### config.mk
export PLATFORM = sky130hd
export DESIGN_NAME = seg7_scan_driver
export DESIGN_NICKNAME = d
export VERILOG_FILES = /design/src/rtl/seg7_scan_driver.sv
export SDC_FILE = /design/constraint.sdc
export NUM_CORES = 1
export LEC_CHECK = 0
export CAP_MARGIN = 10
export CORE_UTILIZATION = 45
export CTS_BUF_LIST = sky130_fd_sc_hd__clkbuf_4
export CTS_CLUSTER_DIAMETER = 120
export DETAILED_ROUTE_END_ITERATION = 16
export MAX_ROUTING_LAYER = met4
export PLACE_DENSITY = 0.81
export RECOVER_POWER = 50
export SLEW_MARGIN = 30
export SYNTH_ARGS = -nofsm -noshare
export SYNTH_HDL_FRONTEND = slang
export SYNTH_SLANG_ARGS = --single-unit
### constraint.sdc
create_clock -name fastclock -period 2.24 [get_ports fastclock]
set_clock_uncertainty 0.2 [all_clocks]
set_input_delay 0.448 -clock fastclock [delete_from_list [all_inputs] [get_ports fastclock]]
set_output_delay 0.448 -clock fastclock [all_outputs]
set_load 0.005 [all_outputs]
### src/rtl/seg7_scan_driver.sv
// seg7_scan_driver: multiplexed N-digit hex seven-segment scanner.
// Each scan-enable tick steps to the next digit. An optional all-dark gap of
// BLANK_CYCLES separates digits. The value is snapshotted once per frame.
// Optional feature macro: SEG7_LEADING_ZERO_BLANK_EN. When it is defined,
// leading zero digits are suppressed, always keeping digit 0.
module seg7_scan_driver #(
  parameter int NUM_DIGITS   = 4,
  parameter int BLANK_CYCLES = 16,
  parameter bit ACTIVE_LOW   = 1'b1
) (
  input  logic                      fastclock,
  input  logic                      reset,
  input  logic                      tick,
  input  logic [4*NUM_DIGITS-1:0]   value,
  input  logic [NUM_DIGITS-1:0]     dp_in,
  input  logic [NUM_DIGITS-1:0]     blank,
  output logic [NUM_DIGITS-1:0]     an,
  output logic [6:0]                seg,
  output logic                      dp
);

  localparam int                    IDX_W      = $clog2(NUM_DIGITS);
  localparam logic [IDX_W-1:0]      LAST_IDX   = IDX_W'(NUM_DIGITS - 1);
  localparam logic [7:0]            BLANK_LOAD = (BLANK_CYCLES > 0) ? 8'(BLANK_CYCLES - 1) : 8'd0;
  localparam logic [NUM_DIGITS-1:0] AN_OFF     = {NUM_DIGITS{ACTIVE_LOW}};
  localparam logic [6:0]            SEG_OFF    = {7{ACTIVE_LOW}};
  localparam logic                  DP_OFF     = ACTIVE_LOW;

  typedef enum logic [1:0] {S_IDLE, S_SHOW, S_BLANK} state_t;

  state_t                    state_q, state_d;
  logic [IDX_W-1:0]          idx_q, idx_d;
  logic [4*NUM_DIGITS-1:0]   snap_q, snap_d;
  logic [7:0]                cnt_q, cnt_d;
  logic                      advance;

  logic [3:0]                nibs [NUM_DIGITS];
  logic [NUM_DIGITS-1:0]     lz_blank;
  logic [NUM_DIGITS-1:0]     an_d;
  logic [6:0]                seg_d;
  logic                      dp_d;
  logic                      lit;

  // Active-high {g,f,e,d,c,b,a} pattern for one hex nibble.
  function automatic logic [6:0] hex7(input logic [3:0] h);
    case (h)
      4'h0: hex7 = 7'h3F;  4'h1: hex7 = 7'h06;  4'h2: hex7 = 7'h5B;  4'h3: hex7 = 7'h4F;
      4'h4: hex7 = 7'h66;  4'h5: hex7 = 7'h6D;  4'h6: hex7 = 7'h7D;  4'h7: hex7 = 7'h07;
      4'h8: hex7 = 7'h7F;  4'h9: hex7 = 7'h6F;  4'hA: hex7 = 7'h77;  4'hB: hex7 = 7'h7C;
      4'hC: hex7 = 7'h39;  4'hD: hex7 = 7'h5E;  4'hE: hex7 = 7'h79;  default: hex7 = 7'h71;
    endcase
  endfunction

  // Split the snapshot into nibbles and work out per-digit leading-zero suppression.
  genvar gi;
  generate
    for (gi = 0; gi < NUM_DIGITS; gi++) begin : g_digit
      assign nibs[gi] = snap_q[4*gi +: 4];
`ifdef SEG7_LEADING_ZERO_BLANK_EN
      if (gi == 0) begin : g_lsd
        assign lz_blank[gi] = 1'b0;
      end else begin : g_msd
        assign lz_blank[gi] = ~|snap_q[4*NUM_DIGITS-1:4*gi];
      end
`else
      assign lz_blank[gi] = 1'b0;
`endif
    end
  endgenerate

  // Next-state logic: scan sequencing, gap countdown and per-frame snapshot.
  always_comb begin
    state_d = state_q;
    idx_d   = idx_q;
    snap_d  = snap_q;
    cnt_d   = cnt_q;
    advance = 1'b0;
    case (state_q)
      S_IDLE: begin
        if (tick) begin
          state_d = S_SHOW;
          idx_d   = '0;
          snap_d  = value;
        end
      end
      S_SHOW: begin
        if (tick) begin
          if (BLANK_CYCLES == 0) begin
            advance = 1'b1;
          end else begin
            state_d = S_BLANK;
            cnt_d   = BLANK_LOAD;
          end
        end
      end
      S_BLANK: begin
        // Ticks arriving here are dropped on purpose; only the countdown matters.
        if (cnt_q == 8'd0) begin
          advance = 1'b1;
          state_d = S_SHOW;
        end else begin
          cnt_d = cnt_q - 8'd1;
        end
      end
      default: state_d = S_IDLE;
    endcase
    if (advance) begin
      if (idx_q == LAST_IDX) begin
        idx_d  = '0;
        snap_d = value;
      end else begin
        idx_d = idx_q + 1'b1;
      end
    end
  end

  // Output decode from the current state; dp_in and blank are used live.
  always_comb begin
    lit   = (state_q == S_SHOW) && !blank[idx_q] && !lz_blank[idx_q];
    an_d  = AN_OFF;
    seg_d = SEG_OFF;
    dp_d  = DP_OFF;
    if (lit) begin
      an_d  = (NUM_DIGITS'(1) << idx_q) ^ AN_OFF;
      seg_d = hex7(nibs[idx_q]) ^ SEG_OFF;
      dp_d  = dp_in[idx_q] ^ DP_OFF;
    end
  end

  // State and registered display outputs; outputs lag the state by one cycle.
  always_ff @(posedge fastclock or negedge reset) begin
    if (!reset) begin
      state_q <= S_IDLE;
      idx_q   <= '0;
      snap_q  <= '0;
      cnt_q   <= '0;
      an      <= AN_OFF;
      seg     <= SEG_OFF;
      dp      <= DP_OFF;
    end else begin
      state_q <= state_d;
      idx_q   <= idx_d;
      snap_q  <= snap_d;
      cnt_q   <= cnt_d;
      an      <= an_d;
      seg     <= seg_d;
      dp      <= dp_d;
    end
  end

endmodule

=== Yosys cells after proc, flatten, opt, wreduce, memory -nomap -nowiden ===
Memory sizes are Yosys's and may differ from the RTL's.
Index checks and enable logic that the tools add are counted.

* Logic and storage cells: 66
* Flip-flop bits (word level): 40
* Memories kept: 1
* Input bits: 27
* ROM bits: 112
* Output and inout bits: 12

* Bitwise logic cells: 4
* Reduce and logical (&&, ||, !) cells: 12
* Shift-type cells: 1
* Mux-type cells: 30
* Magnitude comparators: 2
* Eq/ne operators: 7
* $add $sub $neg: 2

{| class="wikitable"
|+ Memory list
! memory !! depth !! width !! rd ports !! clocked after memory_dff !! write ports !! RTL line !! RTL
|-
| (no name shown) || 16 || 7 || 1 || 0 || 0 || 46 || <nowiki>case (h)</nowiki>
|}

{| class="wikitable"
|+ Operator list
! kind !! number
|-
| two-way mux 16 bit || 4
|-
| two-way mux 8 bit || 2
|-
| one-hot mux 8 bit (2 select lines) || 1
|-
| two-way mux 2 bit || 7
|-
| two-way mux 7 bit || 2
|-
| two-way mux 4 bit || 3
|-
| binary-select mux 4 bit (select 2 bit) || 1
|-
| logical NOT 8 bit || 1
|-
| inequality test 2 bit (second input constant) || 4
|-
| subtractor 8 x 1 -> 8 bit (second input constant) || 1
|-
| NOT 7 bit || 1
|-
| binary-select mux 1 bit (select 2 bit) || 3
|-
| two-way mux 1 bit || 6
|-
| one-hot mux 2 bit (3 select lines) || 1
|-
| AND reduction 3 bit || 2
|-
| nonzero test 2 bit || 3
|-
| equality test 2 bit (second input constant) || 2
|-
| NOT 4 bit || 1
|-
| << shifter 1 x 2 -> 4 bit (first input constant) || 1
|-
| >= comparator 3 bit (second input constant) || 1
|-
| < comparator 2 x 3 -> 1 bit (second input constant) || 1
|-
| NOT 2 -> 3 bit || 1
|-
| adder 2 x 1 -> 2 bit (second input constant) || 1
|-
| equality test 2 x 1 -> 1 bit (second input constant) || 1
|-
| 5 further kinds || 7
|}

=== Logic depth before layout (Yosys ltp) ===
Gate-level depths: netlist of the first run.

* Depth after elaboration: 8
* Depth in mapped cells: 7
* Gate-level depth less buffers: 6

=== Least setup slack after synthesis of the first run ===
Ideal clock, no wire load.

* Path type: register to register
* Start: register cnt_q[0]
* End: register snap_q[10]
* Data required time: 1.915 ns
* Data arrival time: 1.854 ns
* Setup slack: 0.062 ns
* Cell stages (with the launch flop): 8
* Path buffers: 1
* Setup time: 0.125 ns
* Period minus slack after synthesis: 2.178 ns
* Path through: dfrtp_1 -> inv_1 -> ha_1 -> nor4b_1 -> and3_1 -> a21boi_2 -> buf_2 -> mux2_2

* Cells in the longest elaborated chain, start to end: 4

{| class="wikitable"
|+ RTL lines
! what !! RTL line !! RTL
|-
| start, declared || 34 || <nowiki>logic [7:0] cnt_q, cnt_d;</nowiki>
|-
| start signal, assigned || 144 || <nowiki>cnt_q <= cnt_d;</nowiki>
|-
| logical NOT 8 bit || 98 || <nowiki>if (cnt_q == 8'd0) begin</nowiki>
|-
| two-way mux 1 bit || 98 ||
|-
| two-way mux 1 bit || 78 || <nowiki>case (state_q)</nowiki>
|-
| two-way mux 16 bit || 107 || <nowiki>if (advance) begin</nowiki>
|-
| via snap_d[10] || 33 || <nowiki>logic [4*NUM_DIGITS-1:0] snap_q, snap_d;</nowiki>
|-
| end signal, assigned || 143 || <nowiki>snap_q <= snap_d;</nowiki>
|-
| end, declared || 33 ||
|}

The timed path passes the listed nets, and every way through them passes these cells.
A chain may end at the register's enable or synchronous reset.

=== Final worst setup path of the first run ===
* Start: register cnt_q[1]
* End: register cnt_q[0]

* Cells in the longest elaborated chain, start to end: 3

{| class="wikitable"
|+ RTL lines
! what !! RTL line
|-
| logical NOT 8 bit || 98
|-
| inequality test 2 bit (no line) || -
|-
| AND reduction 3 bit (no line) || -
|}

No other way between the ends.

==> results.txt, run 1 <==
Vias in the first global route - 1,467
TritonCTS clock tree - yes
HP Start - snap_q[10]
Reg-to-Reg Start - cnt_q[1]
Wire per inst - 14.0 um
Fin area - 2740 um2
Post-DR vias/cell - 5.39
Drt total wl - 3.94 mm
GRT Total Usage - 0.182
Area growth syn-to-layout - 34.2%
Final worst path period share - 0.959
I/O pins - 39
Ys flop type - dfrtp_1
Setup slack at placement - -252 ps
Syn nets - 203
Setup crit start kind - flip-flop
Ys async rst share - 1.00
Critical path's largest stage delay - 460 ps
Main combinational cell family by area after synthesis - multiplexers
Final Max Slew Viols - 0
Complex-gate fraction of the synthesized area - 0.107
FP Rows - 24
Post-DRT Antenna Nets - 0
Max-Cap Viols - 0
Top Family by Delay on Critical Path - simple AND/OR/NAND/NOR gates
Flop and latch count out of synthesis - 40
Initial core utilization - 0.469
DR iter-0 viols - 86
DP Area - 2610 um2
CP required - 2290 ps
Yosys warns - 0
Commonest non-fill, non-tap cell in the layout - clkdlybuf4s50_1
GRT overflow - 0
Area of the multi-input gates - 973 um2
Pwr Total - 2730 uW
Register area share after synthesis - 0.497
Worst slew pin tran - 953 ps
# diodes - 0
Root Driver - clkbuf_4
Netlist cell types - 40
R2R depth - 7
Core area - 4350 um2
FF-to-FF End - cnt_q[0]
Simple-gate area share of the yosys netlist - 0.111
Critical path type - flip-flop to flip-flop
Post-synth EDFFs - 0
R2R Setup Slk - 90 ps
Adder-Cell Fraction of Synth Area - 0.0735
Nets - 268
Initial antenna violation count - 0
Critical Path AT - 2200 ps
# port buffers - 38
Cells after Synth - 164
Slowest-stage cell, CP - or4b_4
Post-layout min period - 2150 ps
Fmax achieved - 0.466 GHz
Hold_ws - 315 ps
Die area - 4810 um2
Gpl congestion - 0.846
Clock-pin slew on the worst setup and hold paths - 120 ps
Status - finished, final reports clean
Residual DRC - 0
Share of layout cells above drive strength 1 - 0.348
First-pass GRT wire length - 6.58 mm
Post-Syn Area - 2040 um2
Worst vdd rail ir drop - 0.432 mV
CTS Buf Count - 5
Layout Utilization - 0.630
Number of fill cells - 336
Total iterations of the first detailed-routing run - 4
Endpoints failing setup - 0
Synth Area per Inst - 12.5 um2
Critical path peak fanout - 6
Post-route setup slack - 92.3 ps
Hold WC Path Type - flip-flop to flip-flop
Hold EP - snap_q[10]
Skew-Pair Late Insertion Delay - 350 ps
Buf+Inv Stages, Crit Path - 2
Xor/xnor cell area share of the yosys netlist - 0.00857
Largest net degree at the start of global routing - 41
RSZ-0062 raised after global routing - false
CTS Sinks - 40
Clock Tree Buf Depth - 2
Crit. End Element - flip-flop
CTS H-tree depth - 2
Worst hold stages - 1
DP HPWL - 2.93 mm
Most frequent cells in the layout - clkdlybuf4s50_1 (37), dfrtp_1 (28), buf_4 (22)
Die Wd - 69.4 um
Die H - 69.4 um
Final hold vios - 0
Vias - 1,519
Relative slew slack - 0.365
Multiplexer share of the synthesized area - 0.164
PD cells - 995 nW/um2
Cell chain of the critical path - inv_2, ha_4, or4b_4, o41a_4, buf_4, nor3_1, a21oi_1
Seq. cell area - 1020 um2
Leak pwr - 0.00116 uW
==> layer usage <==
layer | track usage | vias to the layer above | routed length (um)
li1 | - | 727 | -
met1 | 0.217 | 735 | 1750
met2 | 0.290 | 46 | 1920
met3 | 0.0407 | 11 | 172
met4 | 0.0930 | 0 | 101
met5 | - | - | 0
==> power by group <==
part / switching (uW) / internal [uW]
sequential: 121 / 988
combinational: 532 / 711
clock: 232 / 145
total: 885 / 1840
==> cell families after synthesis <==
logic type,after synthesis
buffers and inverters,18
XOR/XNOR,2
AO/OA/AOI/OAI,29
multiplexers,24
adder cells (fa/ha/maj),12
flip-flops,40
AND/OR/NAND/NOR,39
==> timing repair <==
item,CTS,global route
hold buffers,1,0
pin swaps,3,2
endpoints found under the hold margin,28,0
gates cloned,0,0
endpoints found under the setup margin,17,19
resized for setup,5,1
setup buffers,2,2
==> worst register-to-register path, stage by stage, from the launching register on <==
cell     delay (ps)
dfrtp_1         410
inv_2            80
ha_4            130
or4b_4          460
o41a_4          400
buf_4           150
nor3_1          160
a21oi_1          60
==> synth_stat cells (all sizes together), types with 2 or more instances <==
master	number	area (um2)
a211oi	5	37.5
a21oi	6	30.0
a31oi	3	18.8
buf	5	31.3
clkbuf	2	7.51
dfrtp	28	701
dfstp	12	315
ha	12	150
inv	11	41.3
mux2	16	180
mux2i	2	20.0
mux4	6	135
nand2	11	41.3
nand3	4	20.0
nor2	5	18.8
nor2b	3	18.8
nor3	3	15.0
nor3b	3	22.5
nor4b	2	23.8
o211ai	2	15.0
o21ai	3	15.0
o221ai	4	35.0
or2	2	15.0
==> how the worst max path moves through the flow <==
stage / from / to / slack (ps) / depth (start not counted)
6_report: cnt_q[1] / cnt_q[0] / 90 / 7
5_1_grt: cnt_q[1] / cnt_q[1] / 7 / 6
4_1_cts: cnt_q[1] / cnt_q[1] / 0.6 / 6
3_5_place_dp: tick / snap_q[7] / -250 / 4
3_3_place_gp: tick / snap_q[2] / -240 / 4
2_1_floorplan: cnt_q[0] / snap_q[10] / 60 / 7
==> final cells by class <==
| class | count | area share |
|---|---|---|
| clock buffer | 7 | 0.0192 |
| clock inverter | 1 | 0.00137 |
| inverter | 11 | 0.0151 |
| multi-input combinational | 106 | 0.355 |
| sequential | 40 | 0.370 |
| tap | 52 | 0.0237 |
| timing repair buffer | 65 | 0.215 |
==> state kept, by name, summed over array words and instances (netlist names) <==
name     count
an           4
cnt_q        8
dp           1
idx_q        2
seg          7
snap_q      16
state_q      2
==> stage by stage <==
stage | instances | TNS [ps]
floorplan | 164 | 0
global placement | 269 | -3850
detailed placement | 269 | -3890
CTS | 280 | 0
global route | 282 | 0
finish | 282 | 0
No activity file was read; power rests on OpenSTA's default activity.
==> run 2: changes to the inputs <==
Settings changed: CTS_BUF_LIST sky130_fd_sc_hd__clkbuf_4 to sky130_fd_sc_hd__clkbuf_8.
Clock period 2.24 ns to 1.8 ns, I/O delays scaled along.
==> run 2 against run 1 <==
- the run now ends with negative setup slack left
- hold slack got worse by 4.8 ps
- combinational power grew 110%
- maximum frequency decreased by 1.4%
- critical path type unchanged
==> results.txt, run 2 (synthesis results as in run 1) <==
CTS H-tree depth - 2 (unchanged)
Drt total wl - 5.67 mm (+44%)
Area growth syn-to-layout - 64.2%
Setup crit start kind - flip-flop
Hold_ws - 310 ps (-4.76 ps)
Largest net degree at the start of global routing - 41 (unchanged)
DR iter-0 viols - 213 (+150%)
Vias - 1,734 (+14%)
Total iterations of the first detailed-routing run - 4 (unchanged)
FP Rows - 24 (unchanged)
Post-DRT Antenna Nets - 0 (unchanged)
Clock Tree Buf Depth - 2 (unchanged)
Initial antenna violation count - 0 (unchanged)
Initial core utilization - 0.469 (unchanged)
Status - finished, violations left
Critical Path AT - 2200 ps (about the same)
DP HPWL - 3.42 mm (+17%)
GRT overflow - 0 (unchanged)
Root Driver - clkbuf_8
Relative slew slack - 0.359 (-0.00581)
Worst slew pin tran - 961 ps (+8.71 ps)
Clock-pin slew on the worst setup and hold paths - 80 ps (-40 ps)
Vias in the first global route - 1,856 (+27%)
Skew-Pair Late Insertion Delay - 300 ps (-50 ps)
CTS Buf Count - 5 (unchanged)
I/O pins - 39 (unchanged)
Max reg flops - 16 (unchanged)
Worst vdd rail ir drop - 0.763 mV (+77%)
First-pass GRT wire length - 9.52 mm (+45%)
Final hold vios - 0 (unchanged)
Top reg by flops - snap_q
GRT Total Usage - 0.268 (+0.0860)
Pwr Total - 4630 uW (+70%)
CTS Sinks - 40 (unchanged)
# port buffers - 38 (unchanged)
Final worst path period share - 1.21 (+0.252)
# diodes - 0 (unchanged)
Die area - 4810 um2 (unchanged)
PD cells - 1380 nW/um2 (+39%)
Max-Cap Viols - 0 (unchanged)
Share of layout cells above drive strength 1 - 0.558 (+0.210)
Number of fill cells - 252 (-25%)
Critical path peak fanout - 6 (unchanged)
R2R depth - 6 (-1)
Core area - 4350 um2 (unchanged)
Crit. End Element - flip-flop
Wire per inst - 18.3 um (+31%)
CP required - 1820 ps (-470 ps)
Residual DRC - 0 (unchanged)
Largest registers - snap_q x16, cnt_q x8, seg x7
Fmax achieved - 0.459 GHz (-1.4%)
Hold WC Path Type - flip-flop to flip-flop
Endpoints failing setup - 36 (+36)
Final Max Slew Viols - 0 (unchanged)
Violated checks - negative setup slack
Commonest non-fill, non-tap cell in the layout - buf_4
Gpl congestion - 0.867 (+2.5%)
TritonCTS clock tree - yes
Nets - 296 (+10%)
Critical path type - flip-flop to flip-flop
Post-layout min period - 2180 ps (+30.9 ps)
Post-route setup slack - -379 ps (-471 ps)
Leak pwr - 0.00143 uW (+23%)
Most frequent cells in the layout - buf_4 (39), dfrtp_1 (27), clkdlybuf4s50_1 (25)
Die Wd - 69.4 um (unchanged)
RSZ-0062 raised after global routing - true
Worst hold stages - 1 (unchanged)
Post-DR vias/cell - 5.59 (+3.8%)
Die H - 69.4 um (unchanged)
## run 2: worst max-delay path: stages, from the launching register on
cell and delay, ps:
dfrtp_1 410, inv_2 90, ha_4 130, or4b_4 470, o41a_4 410, or2_4 270
a31oi_4 130
## run 2: per-stage QoR
step / util / instance area [um2] / std cells / setup WS, ps / setup TNS (ps)
after floorplan: - / 2180 / 164 / -346 / -5930
after global placement: 0.659 / 2870 / 287 / -407 / -10750
after detailed placement: 0.659 / 2870 / 287 / -461 / -12280
after CTS: 0.768 / 3350 / 312 / -425 / -8580
after global routing: 0.771 / 3360 / 310 / -413 / -9640
final: 0.771 / 3360 / 310 / -379 / -7010
## run 2: final timing paths
path | startpoint | to | slack, ps
worst max-delay path | cnt_q[0] | cnt_q[1] | -380
worst min-delay path | snap_q[9] | snap_q[9] | 310
worst max register to register | cnt_q[0] | cnt_q[1] | -380
worst min register to register | snap_q[9] | snap_q[9] | 310
max in group asynchronous | reset | idx_q[0] | 130
min in group asynchronous | reset | snap_q[15] | 620
## run 2: cell type report
type	count	area [um2]	area share
Clock buffer	6	82.6	0.0246
Clock inverter	2	7.51	0.00224
Inverter	11	43.8	0.0130
Multi-Input combinational cell	106	1310	0.389
Sequential cell	40	1020	0.303
Tap cell	52	65.1	0.0194
Timing Repair Buffer	93	835	0.249
## run 2: metal layers
metal,global-route usage,wire length [um],vias up
li1,-,-,781
met1,0.330,2400,872
met2,0.430,2840,66
met3,0.0567,274,15
met4,0.111,157,0
met5,-,0,-
## run 2: what timing repair did
item                                    in CTS  in global routing
endpoints found under the setup margin      47                 40
hold buffers                                 1                  0
cloned                                       1                  0
setup buffers                               18                  3
endpoints found under the hold margin       28                  0
pin swaps                                   20                 15
gates resized for setup                     66                 13
## run 2: power breakdown
part | switching (uW) | internal (uW) | leakage (uW) | total [uW]
combinational | 1130 | 1480 | 0.000922 | 2610
clock | 310 | 301 | 0.0000538 | 611
sequential | 179 | 1230 | 0.000459 | 1410
total | 1620 | 3020 | 0.00143 | 4630
